===== config.mk =====
export PLATFORM = sky130hd
export DESIGN_NAME = world_engine_flat
export DESIGN_NICKNAME = d
export VERILOG_FILES = /design/src/rtl/world_engine_if.sv /design/src/rtl/world_engine.sv /design/src/flat_wrapper.sv
export SDC_FILE = /design/constraint.sdc
export NUM_CORES = 2
export LEC_CHECK = 0
export CAP_MARGIN = 10
export CORE_MARGIN = 4
export CORE_UTILIZATION = 25
export CTS_BUF_LIST = sky130_fd_sc_hd__clkbuf_2 sky130_fd_sc_hd__clkbuf_4 sky130_fd_sc_hd__clkbuf_8
export DETAILED_ROUTE_END_ITERATION = 8
export GPL_TIMING_DRIVEN = 0
export MAX_ROUTING_LAYER = met4
export PLACE_DENSITY = 0.45
export SLEW_MARGIN = 20
export SYNTH_ARGS = -nofsm -noshare
export SYNTH_HDL_FRONTEND = slang
export SYNTH_SLANG_ARGS = --single-unit

===== constraint.sdc =====
create_clock -name clock -period 16.4 [get_ports clock]
set_input_delay 2.46 -clock clock [delete_from_list [all_inputs] [get_ports clock]]
set_output_delay 2.46 -clock clock [all_outputs]
set_load 0.005 [all_outputs]

===== src/rtl/world_engine_if.sv =====
// World engine bus: map load port, start pose, run/command inputs, sensors,
// pose, graphics read port and statistics. The engine sits on the slave side;
// the robot/loader/graphics side uses the master modport.
interface world_engine_if #(
  parameter int ROWS = 10,
  parameter int COLS = 20
);
  localparam int AW = $clog2(ROWS * COLS);
  localparam int RW = $clog2(ROWS);
  localparam int CW = $clog2(COLS);

  logic          load_we;
  logic [AW-1:0] load_addr;
  logic [2:0]    load_data;
  logic [RW-1:0] init_row;
  logic [CW-1:0] init_col;
  logic [1:0]    init_orient;
  logic          start;
  logic          run;
  logic          front;
  logic          turn;
  logic          remove;
  logic          robot_clock;
  logic          head;
  logic          left;
  logic          under;
  logic          barrier;
  logic [RW-1:0] robot_row;
  logic [CW-1:0] robot_col;
  logic [1:0]    robot_orient;
  logic [AW-1:0] rd_addr;
  logic [2:0]    rd_data;
  logic          bump;
  logic [15:0]   step_count;

  modport master (
    output load_we, load_addr, load_data, init_row, init_col, init_orient,
           start, run, front, turn, remove, rd_addr,
    input  robot_clock, head, left, under, barrier, robot_row, robot_col,
           robot_orient, rd_data, bump, step_count
  );

  modport slave (
    input  load_we, load_addr, load_data, init_row, init_col, init_orient,
           start, run, front, turn, remove, rd_addr,
    output robot_clock, head, left, under, barrier, robot_row, robot_col,
           robot_orient, rd_data, bump, step_count
  );
endinterface


===== src/rtl/world_engine.sv =====
// World simulator for the pipe-cleaning robot: cell map, robot pose, divided
// robot clock, sensor derivation, command execution and a graphics read port.
// robot_clock is high for STEP_DIV cycles and low for STEP_DIV cycles; the
// last low cycle is the SENSE cycle, so a free-running period is 2*STEP_DIV.
module world_engine #(
  parameter int ROWS         = 10,
  parameter int COLS         = 20,
  parameter int STEP_DIV     = 4,
  parameter int REMOVE_TICKS = 3
) (
  input  logic          clock,
  input  logic          reset,
  world_engine_if.slave bus
);
  localparam int CELLS = ROWS * COLS;
  localparam int AW    = $clog2(CELLS);
  localparam int RW    = $clog2(ROWS);
  localparam int CW    = $clog2(COLS);
  localparam int DW    = $clog2(STEP_DIV);
  localparam int RCW   = $clog2(REMOVE_TICKS + 1);

  localparam logic [RW:0] ONE_R   = (RW+1)'(1);
  localparam logic [CW:0] ONE_C   = (CW+1)'(1);
  localparam logic [RW:0] ROWS_W  = (RW+1)'(ROWS);
  localparam logic [CW:0] COLS_W  = (CW+1)'(COLS);
  localparam logic [AW:0] CELLS_W = (AW+1)'(CELLS);

  typedef enum logic [1:0] {S_LOAD, S_SENSE, S_HIGH, S_LOW} state_t;
  typedef enum logic [1:0] {DIR_N = 2'b00, DIR_S = 2'b01, DIR_E = 2'b10, DIR_W = 2'b11} dir_t;

  state_t        state, state_nx;
  logic [DW-1:0] div_cnt;

  logic [2:0]     map_q [CELLS];
  logic [RW-1:0]  row_q;
  logic [CW-1:0]  col_q;
  dir_t           orient_q;
  logic [RCW-1:0] rem_cnt;
  logic [15:0]    steps_q;
  logic           bump_q, rclk_q, head_q, left_q, under_q, barrier_q;
  logic [2:0]     rd_q;

  // Geometry around the pose the next sensor sample or command will use.
  logic [RW:0]   s_row, a_row, l_row;
  logic [CW:0]   s_col, a_col, l_col;
  dir_t          s_orient;
  logic          a_ok, l_ok, p_ok;
  logic [AW-1:0] a_addr, l_addr, p_addr;
  logic [2:0]    a_code, l_code, p_code;
  logic          head_nx, left_nx, under_nx, barrier_nx;
  logic          hi_entry, moved, clear_cell;

  function automatic logic [AW-1:0] cell_addr(input logic [RW:0] r, input logic [CW:0] c);
    return AW'(int'(r) * COLS + int'(c));
  endfunction

  function automatic dir_t turn_left(input dir_t d);
    case (d)
      DIR_N:   return DIR_W;
      DIR_W:   return DIR_S;
      DIR_S:   return DIR_E;
      default: return DIR_N;
    endcase
  endfunction

  // State register and phase counter; the counter restarts on every state change.
  // NOTE: sequential state uses non-blocking assignments so every register samples pre-edge values.
  always_ff @(posedge clock or negedge reset) begin
    if (!reset) begin
      state   <= S_LOAD;
      div_cnt <= '0;
    end else begin
      state   <= state_nx;
      div_cnt <= (state_nx != state) ? '0 : div_cnt + DW'(1);
    end
  end

  // Next-state logic: LOAD -> SENSE -> HIGH -> LOW -> SENSE.
  // NOTE: the default assignment first keeps every path assigned, so no latch is inferred.
  always_comb begin
    state_nx = state;
    case (state)
      S_LOAD:  if (bus.start) state_nx = S_SENSE;
      S_SENSE: if (bus.run) state_nx = S_HIGH;
      S_HIGH:  if (div_cnt == DW'(STEP_DIV - 1)) state_nx = S_LOW;
      default: if (div_cnt == DW'(STEP_DIV - 2)) state_nx = S_SENSE;
    endcase
  end

  // Ahead/left/under cells; out-of-bounds neighbours never touch the map.
  always_comb begin
    s_row    = (state == S_LOAD) ? {1'b0, bus.init_row} : {1'b0, row_q};
    s_col    = (state == S_LOAD) ? {1'b0, bus.init_col} : {1'b0, col_q};
    s_orient = (state == S_LOAD) ? dir_t'(bus.init_orient) : orient_q;
    a_row = s_row;
    a_col = s_col;
    l_row = s_row;
    l_col = s_col;
    case (s_orient)
      DIR_N: begin a_row = s_row - ONE_R; l_col = s_col - ONE_C; end
      DIR_S: begin a_row = s_row + ONE_R; l_col = s_col + ONE_C; end
      DIR_E: begin a_col = s_col + ONE_C; l_row = s_row - ONE_R; end
      default: begin a_col = s_col - ONE_C; l_row = s_row + ONE_R; end
    endcase
    // Underflow wraps to all-ones in the widened field, which is >= ROWS/COLS.
    a_ok   = (a_row < ROWS_W) && (a_col < COLS_W);
    l_ok   = (l_row < ROWS_W) && (l_col < COLS_W);
    p_ok   = (s_row < ROWS_W) && (s_col < COLS_W);
    a_addr = a_ok ? cell_addr(a_row, a_col) : '0;
    l_addr = l_ok ? cell_addr(l_row, l_col) : '0;
    p_addr = p_ok ? cell_addr(s_row, s_col) : '0;
    a_code = map_q[a_addr];
    l_code = map_q[l_addr];
    p_code = map_q[p_addr];
    head_nx    = !a_ok || (a_code == 3'd1);
    left_nx    = !l_ok || (l_code == 3'd1);
    under_nx   = p_ok && (p_code == 3'd7);
    barrier_nx = a_ok && (a_code == 3'd2);
    hi_entry   = (state == S_SENSE) && bus.run;
    moved      = bus.front ? !(head_nx || barrier_nx) : bus.turn;
    clear_cell = hi_entry && bus.remove && barrier_nx &&
                 (rem_cnt >= RCW'(REMOVE_TICKS - 1));
  end

  // Map storage: loader writes in LOAD, barrier clears while running.
  // NOTE: the map has no reset; it is a storage array whose contents come from the loader.
  always_ff @(posedge clock) begin
    if (state == S_LOAD && bus.load_we && ({1'b0, bus.load_addr} < CELLS_W))
      map_q[bus.load_addr] <= bus.load_data;
    else if (clear_cell)
      map_q[a_addr] <= 3'd0;
  end

  // Graphics read port, one cycle latency, valid in every state.
  always_ff @(posedge clock or negedge reset) begin
    if (!reset)
      rd_q <= 3'd0;
    else
      rd_q <= ({1'b0, bus.rd_addr} < CELLS_W) ? map_q[bus.rd_addr] : 3'd0;
  end

  // Robot clock is high exactly while the FSM is in HIGH.
  always_ff @(posedge clock or negedge reset) begin
    if (!reset)
      rclk_q <= 1'b0;
    else
      rclk_q <= (state_nx == S_HIGH);
  end

  // Sensors are sampled on every edge that lands in SENSE and held otherwise.
  always_ff @(posedge clock or negedge reset) begin
    if (!reset) begin
      head_q    <= 1'b0;
      left_q    <= 1'b0;
      under_q   <= 1'b0;
      barrier_q <= 1'b0;
    end else if (state_nx == S_SENSE) begin
      head_q    <= head_nx;
      left_q    <= left_nx;
      under_q   <= under_nx;
      barrier_q <= barrier_nx;
    end
  end

  // Pose, bump, tick counter and remove streak: latched on start, updated on HIGH entry.
  always_ff @(posedge clock or negedge reset) begin
    if (!reset) begin
      row_q    <= '0;
      col_q    <= '0;
      orient_q <= DIR_N;
      bump_q   <= 1'b0;
      steps_q  <= 16'd0;
      rem_cnt  <= '0;
    end else if (state == S_LOAD && bus.start) begin
      row_q    <= bus.init_row;
      col_q    <= bus.init_col;
      orient_q <= dir_t'(bus.init_orient);
      bump_q   <= 1'b0;
      steps_q  <= 16'd0;
      rem_cnt  <= '0;
    end else if (hi_entry) begin
      if (steps_q != 16'hFFFF) steps_q <= steps_q + 16'd1;
      if (bus.front) begin
        if (head_nx || barrier_nx) begin
          bump_q <= 1'b1;
        end else begin
          row_q <= a_row[RW-1:0];
          col_q <= a_col[CW-1:0];
        end
      end else if (bus.turn) begin
        orient_q <= turn_left(orient_q);
      end
      if (!bus.remove || moved || clear_cell)
        rem_cnt <= '0;
      else if (rem_cnt != RCW'(REMOVE_TICKS))
        rem_cnt <= rem_cnt + RCW'(1);
    end
  end

  assign bus.robot_clock  = rclk_q;
  assign bus.head         = head_q;
  assign bus.left         = left_q;
  assign bus.under        = under_q;
  assign bus.barrier      = barrier_q;
  assign bus.robot_row    = row_q;
  assign bus.robot_col    = col_q;
  assign bus.robot_orient = orient_q;
  assign bus.rd_data      = rd_q;
  assign bus.bump         = bump_q;
  assign bus.step_count   = steps_q;
endmodule


===== src/flat_wrapper.sv =====
// flat-port wrapper written by rule: the top's interface ports become plain ports
module world_engine_flat 
#(
  parameter int ROWS         = 10,
  parameter int COLS         = 20,
  parameter int STEP_DIV     = 4,
  parameter int REMOVE_TICKS = 3
)
  (clock, reset, bus_load_we, bus_load_addr, bus_load_data, bus_init_row, bus_init_col, bus_init_orient, bus_start, bus_run, bus_front, bus_turn, bus_remove, bus_rd_addr, bus_robot_clock, bus_head, bus_left, bus_under, bus_barrier, bus_robot_row, bus_robot_col, bus_robot_orient, bus_rd_data, bus_bump, bus_step_count);
  world_engine_if #(.ROWS(ROWS), .COLS(COLS)) bus_i ();
  input  logic clock;
  input  logic reset;
  input wire logic [$bits(bus_i.load_we)-1:0] bus_load_we;
  input wire logic [$bits(bus_i.load_addr)-1:0] bus_load_addr;
  input wire logic [$bits(bus_i.load_data)-1:0] bus_load_data;
  input wire logic [$bits(bus_i.init_row)-1:0] bus_init_row;
  input wire logic [$bits(bus_i.init_col)-1:0] bus_init_col;
  input wire logic [$bits(bus_i.init_orient)-1:0] bus_init_orient;
  input wire logic [$bits(bus_i.start)-1:0] bus_start;
  input wire logic [$bits(bus_i.run)-1:0] bus_run;
  input wire logic [$bits(bus_i.front)-1:0] bus_front;
  input wire logic [$bits(bus_i.turn)-1:0] bus_turn;
  input wire logic [$bits(bus_i.remove)-1:0] bus_remove;
  input wire logic [$bits(bus_i.rd_addr)-1:0] bus_rd_addr;
  output wire logic [$bits(bus_i.robot_clock)-1:0] bus_robot_clock;
  output wire logic [$bits(bus_i.head)-1:0] bus_head;
  output wire logic [$bits(bus_i.left)-1:0] bus_left;
  output wire logic [$bits(bus_i.under)-1:0] bus_under;
  output wire logic [$bits(bus_i.barrier)-1:0] bus_barrier;
  output wire logic [$bits(bus_i.robot_row)-1:0] bus_robot_row;
  output wire logic [$bits(bus_i.robot_col)-1:0] bus_robot_col;
  output wire logic [$bits(bus_i.robot_orient)-1:0] bus_robot_orient;
  output wire logic [$bits(bus_i.rd_data)-1:0] bus_rd_data;
  output wire logic [$bits(bus_i.bump)-1:0] bus_bump;
  output wire logic [$bits(bus_i.step_count)-1:0] bus_step_count;
  assign bus_i.load_we = bus_load_we;
  assign bus_i.load_addr = bus_load_addr;
  assign bus_i.load_data = bus_load_data;
  assign bus_i.init_row = bus_init_row;
  assign bus_i.init_col = bus_init_col;
  assign bus_i.init_orient = bus_init_orient;
  assign bus_i.start = bus_start;
  assign bus_i.run = bus_run;
  assign bus_i.front = bus_front;
  assign bus_i.turn = bus_turn;
  assign bus_i.remove = bus_remove;
  assign bus_i.rd_addr = bus_rd_addr;
  assign bus_robot_clock = bus_i.robot_clock;
  assign bus_head = bus_i.head;
  assign bus_left = bus_i.left;
  assign bus_under = bus_i.under;
  assign bus_barrier = bus_i.barrier;
  assign bus_robot_row = bus_i.robot_row;
  assign bus_robot_col = bus_i.robot_col;
  assign bus_robot_orient = bus_i.robot_orient;
  assign bus_rd_data = bus_i.rd_data;
  assign bus_bump = bus_i.bump;
  assign bus_step_count = bus_i.step_count;
  world_engine #(.ROWS(ROWS), .COLS(COLS), .STEP_DIV(STEP_DIV), .REMOVE_TICKS(REMOVE_TICKS)) u_core (.clock(clock), .reset(reset), .bus(bus_i));
endmodule

==> impl_metrics.tcl <==
set metrics [dict create \
    grt_max_degree 62 \
    drt-total-wl_um 400000 \
    synth-edff-count 600 \
    hold_buffers 0 \
    grt-ovfl-total 0 \
    clk_latency_ps 1000 \
    synth_top_area_share_pct 42.7 \
    clk_pin_slew_ps 70 \
    path_buf_inv 10 \
    core_area_mm2 0.167 \
    grt_usage_pct 45.9 \
    grt_pass1_vias 42700 \
    setup_ws_ps 1160 \
    status "finished, violations left" \
    setup.worst_path.start_class "primary input" \
    endpoint_kind "register" \
    die_area_mm2 0.175 \
    mostFrequentLayoutCells "edfxtp_1 (600), nand2_1 (370), nor2_1 (343), a21oi_1 (194), mux4_2 (192)" \
    cp_max_fo 10 \
    dp_worst_setup_slack_ps 1030 \
    place_inst 6374 \
    synth_area_mm2 0.0422 \
    fmax_mhz 65.6 \
    antenna_found_initial 98 \
    slowest_delay_ps 1040 \
    post-route-period-util_pct 92.9 \
    worst_pin_slew_ps 1470 \
    cpLargestDelayFamily "buffers and inverters" \
    yosys-top-cells-area "edfxtp_1 (43%), mux4_2 (10%), nand2_1 (3.3%)" \
    dp_hpwl_um 309000 \
    cp.arrival_ps 15860 \
    tns_ps 0 \
    cts_tree "built" \
    clockBufferDepth 3 \
    grt_first_pass_wirelength_um 498000 \
    setup_viol 0 \
    min_period_ps 15240 \
    wire_per_inst_um 60.0 \
    violations "DRC" \
    ys_ff_latch 642 \
    gp_congestion 1.11 \
    ys_warn_count 0 \
    maxCapViolCount 0 \
    ctsResizeCount 0 \
    r2r-start "u_core.state[1]" \
    area_delta_synth_final_pct 24.1 \
    maxSlewViolCount 0 \
    crit_slowest_cell "buf_2" \
    netlist_instances 3955 \
    path_class "in2reg" \
    route.detailed.drc 11 \
    max_slew_margin_pct 1.49 \
    die_h_um 419 \
    final_cells 6677 \
    synthArstFlopShare_pct 6.54 \
    first_pass_iters 9 \
    post_cts_buffers 0 \
    start_util_pct 25.2 \
    hold_path_class "reg2reg" \
    yosysTopAreaCell "edfxtp_1" \
    synth_ff_type "edfxtp_1" \
    num_rows 150 \
    syn_avg_cell_area_um2 10.7 \
    via_count 46500 \
    drt_iter0_drc 9093 \
    syn_nets 4032 \
    cts_inserted_buffers 117 \
    clock_sinks 642 \
    fillers 17200 \
    yosysUniqueCellTypes 110 \
    hold_viol 0 \
    mostFrequentLayoutCell "edfxtp_1" \
    min_from "u_core.div_cnt[0]" \
    num_io_pins 74 \
    cts-root-buf "clkbuf_8" \
    drive_gt1_share_pct 22.0 \
    die_w_um 419 \
    nets 4366 \
    synth.yosys.seq_area_share_pct 45.2 \
    antenna_left 0 \
    cp.required_ps 17020 \
    portBuffers 67 \
    fin_worst_skew_ps 101 \
    via_per_inst 6.96 \
    ctsHtreeMaxLevel 3 \
    crit_start "bus_init_col[0]" \
    rsz0062_at_grt "false" \
]
[final cells by class]
class                           count  area (um2)  share of cell area (%)
Timing Repair Buffer              215        4020                    7.69
Buffer                            327        1640                    3.13
Clock buffer                      145        1830                    3.49
Antenna cell                       89         223                   0.426
Tap cell                         2204        2760                    5.27
Clock inverter                     69         719                    1.37
Inverter                           64         243                   0.464
Sequential cell                   642       19100                    36.4
Multi-Input combinational cell   2922       21800                    41.7
[metrics by stage]
step                      instance area (um2)  util (%)  hold slack, ps
final                                   52300      31.3             467
after global routing                    52300      31.2             501
after CTS                               52100      31.1             469
after detailed placement                49500      29.6             460
after global placement                  45600      27.2             461
after floorplan                         42200         -             432
[logic make-up after synthesis]
kind of cell / synth area share, %
mux: 13.6
compound gates: 16.5
buf+inv: 3.94
xor+xnor: 1.02
fa+ha+maj: 1.25
simple gates: 18.4
flops: 45.2
[sequential cells by signal (all words and copies together), names as in the netlist]
signal and flops:
u_core.bus.under 1, u_core.bus.left 1, u_core.bus.robot_clock 1, u_core.bus.rd_data 3, u_core.bus.bump 1, u_core.bus.robot_row 4
u_core.bus.robot_col 5, u_core.state 2, u_core.bus.robot_orient 2, u_core.rem_cnt 2, u_core.bus.barrier 1, u_core.bus.head 1
u_core.map_q 600, u_core.bus.step_count 16, u_core.div_cnt 2
[layer usage]
| metal | up-vias | global-route usage, % | part of all wire [%] |
|---|---|---|---|
| met5 | - | - | 0 |
| met4 | 0 | 34.5 | 9.7 |
| met3 | 1324 | 19.4 | 13 |
| met2 | 4443 | 61.0 | 40 |
| met1 | 24000 | 54.6 | 38 |
| li1 | 16700 | - | - |
[path summary, 6_finish.rpt]
kind	to	slack, ps	cells after the start
hold / removal	u_core.div_cnt[0]	470	1
min in group asynchronous	u_core.div_cnt[0]	1520	1
max in group asynchronous	u_core.rem_cnt[0]	14410	1
hold reg to reg	u_core.div_cnt[0]	470	1
setup reg to reg	u_core.map_q[13][0]	1720	32
setup / recovery	u_core.map_q[13][0]	1160	30
[synthesized netlist by cell type (78+ instances only)]
cell type and n:
mux2i_1 103, nor4b_1 78, nand3_1 169, edfxtp_1 600, a21oi_1 196, nor2_1 357, mux4_2 192, nand2_1 372
buf_2 92, nand4_1 126, nor3_1 149, o21ai_0 175, clkbuf_1 167
Power is left out: the tool's default activity adds up to more than one toggle a clock period on the data nets, which glitch-free logic cannot reach.
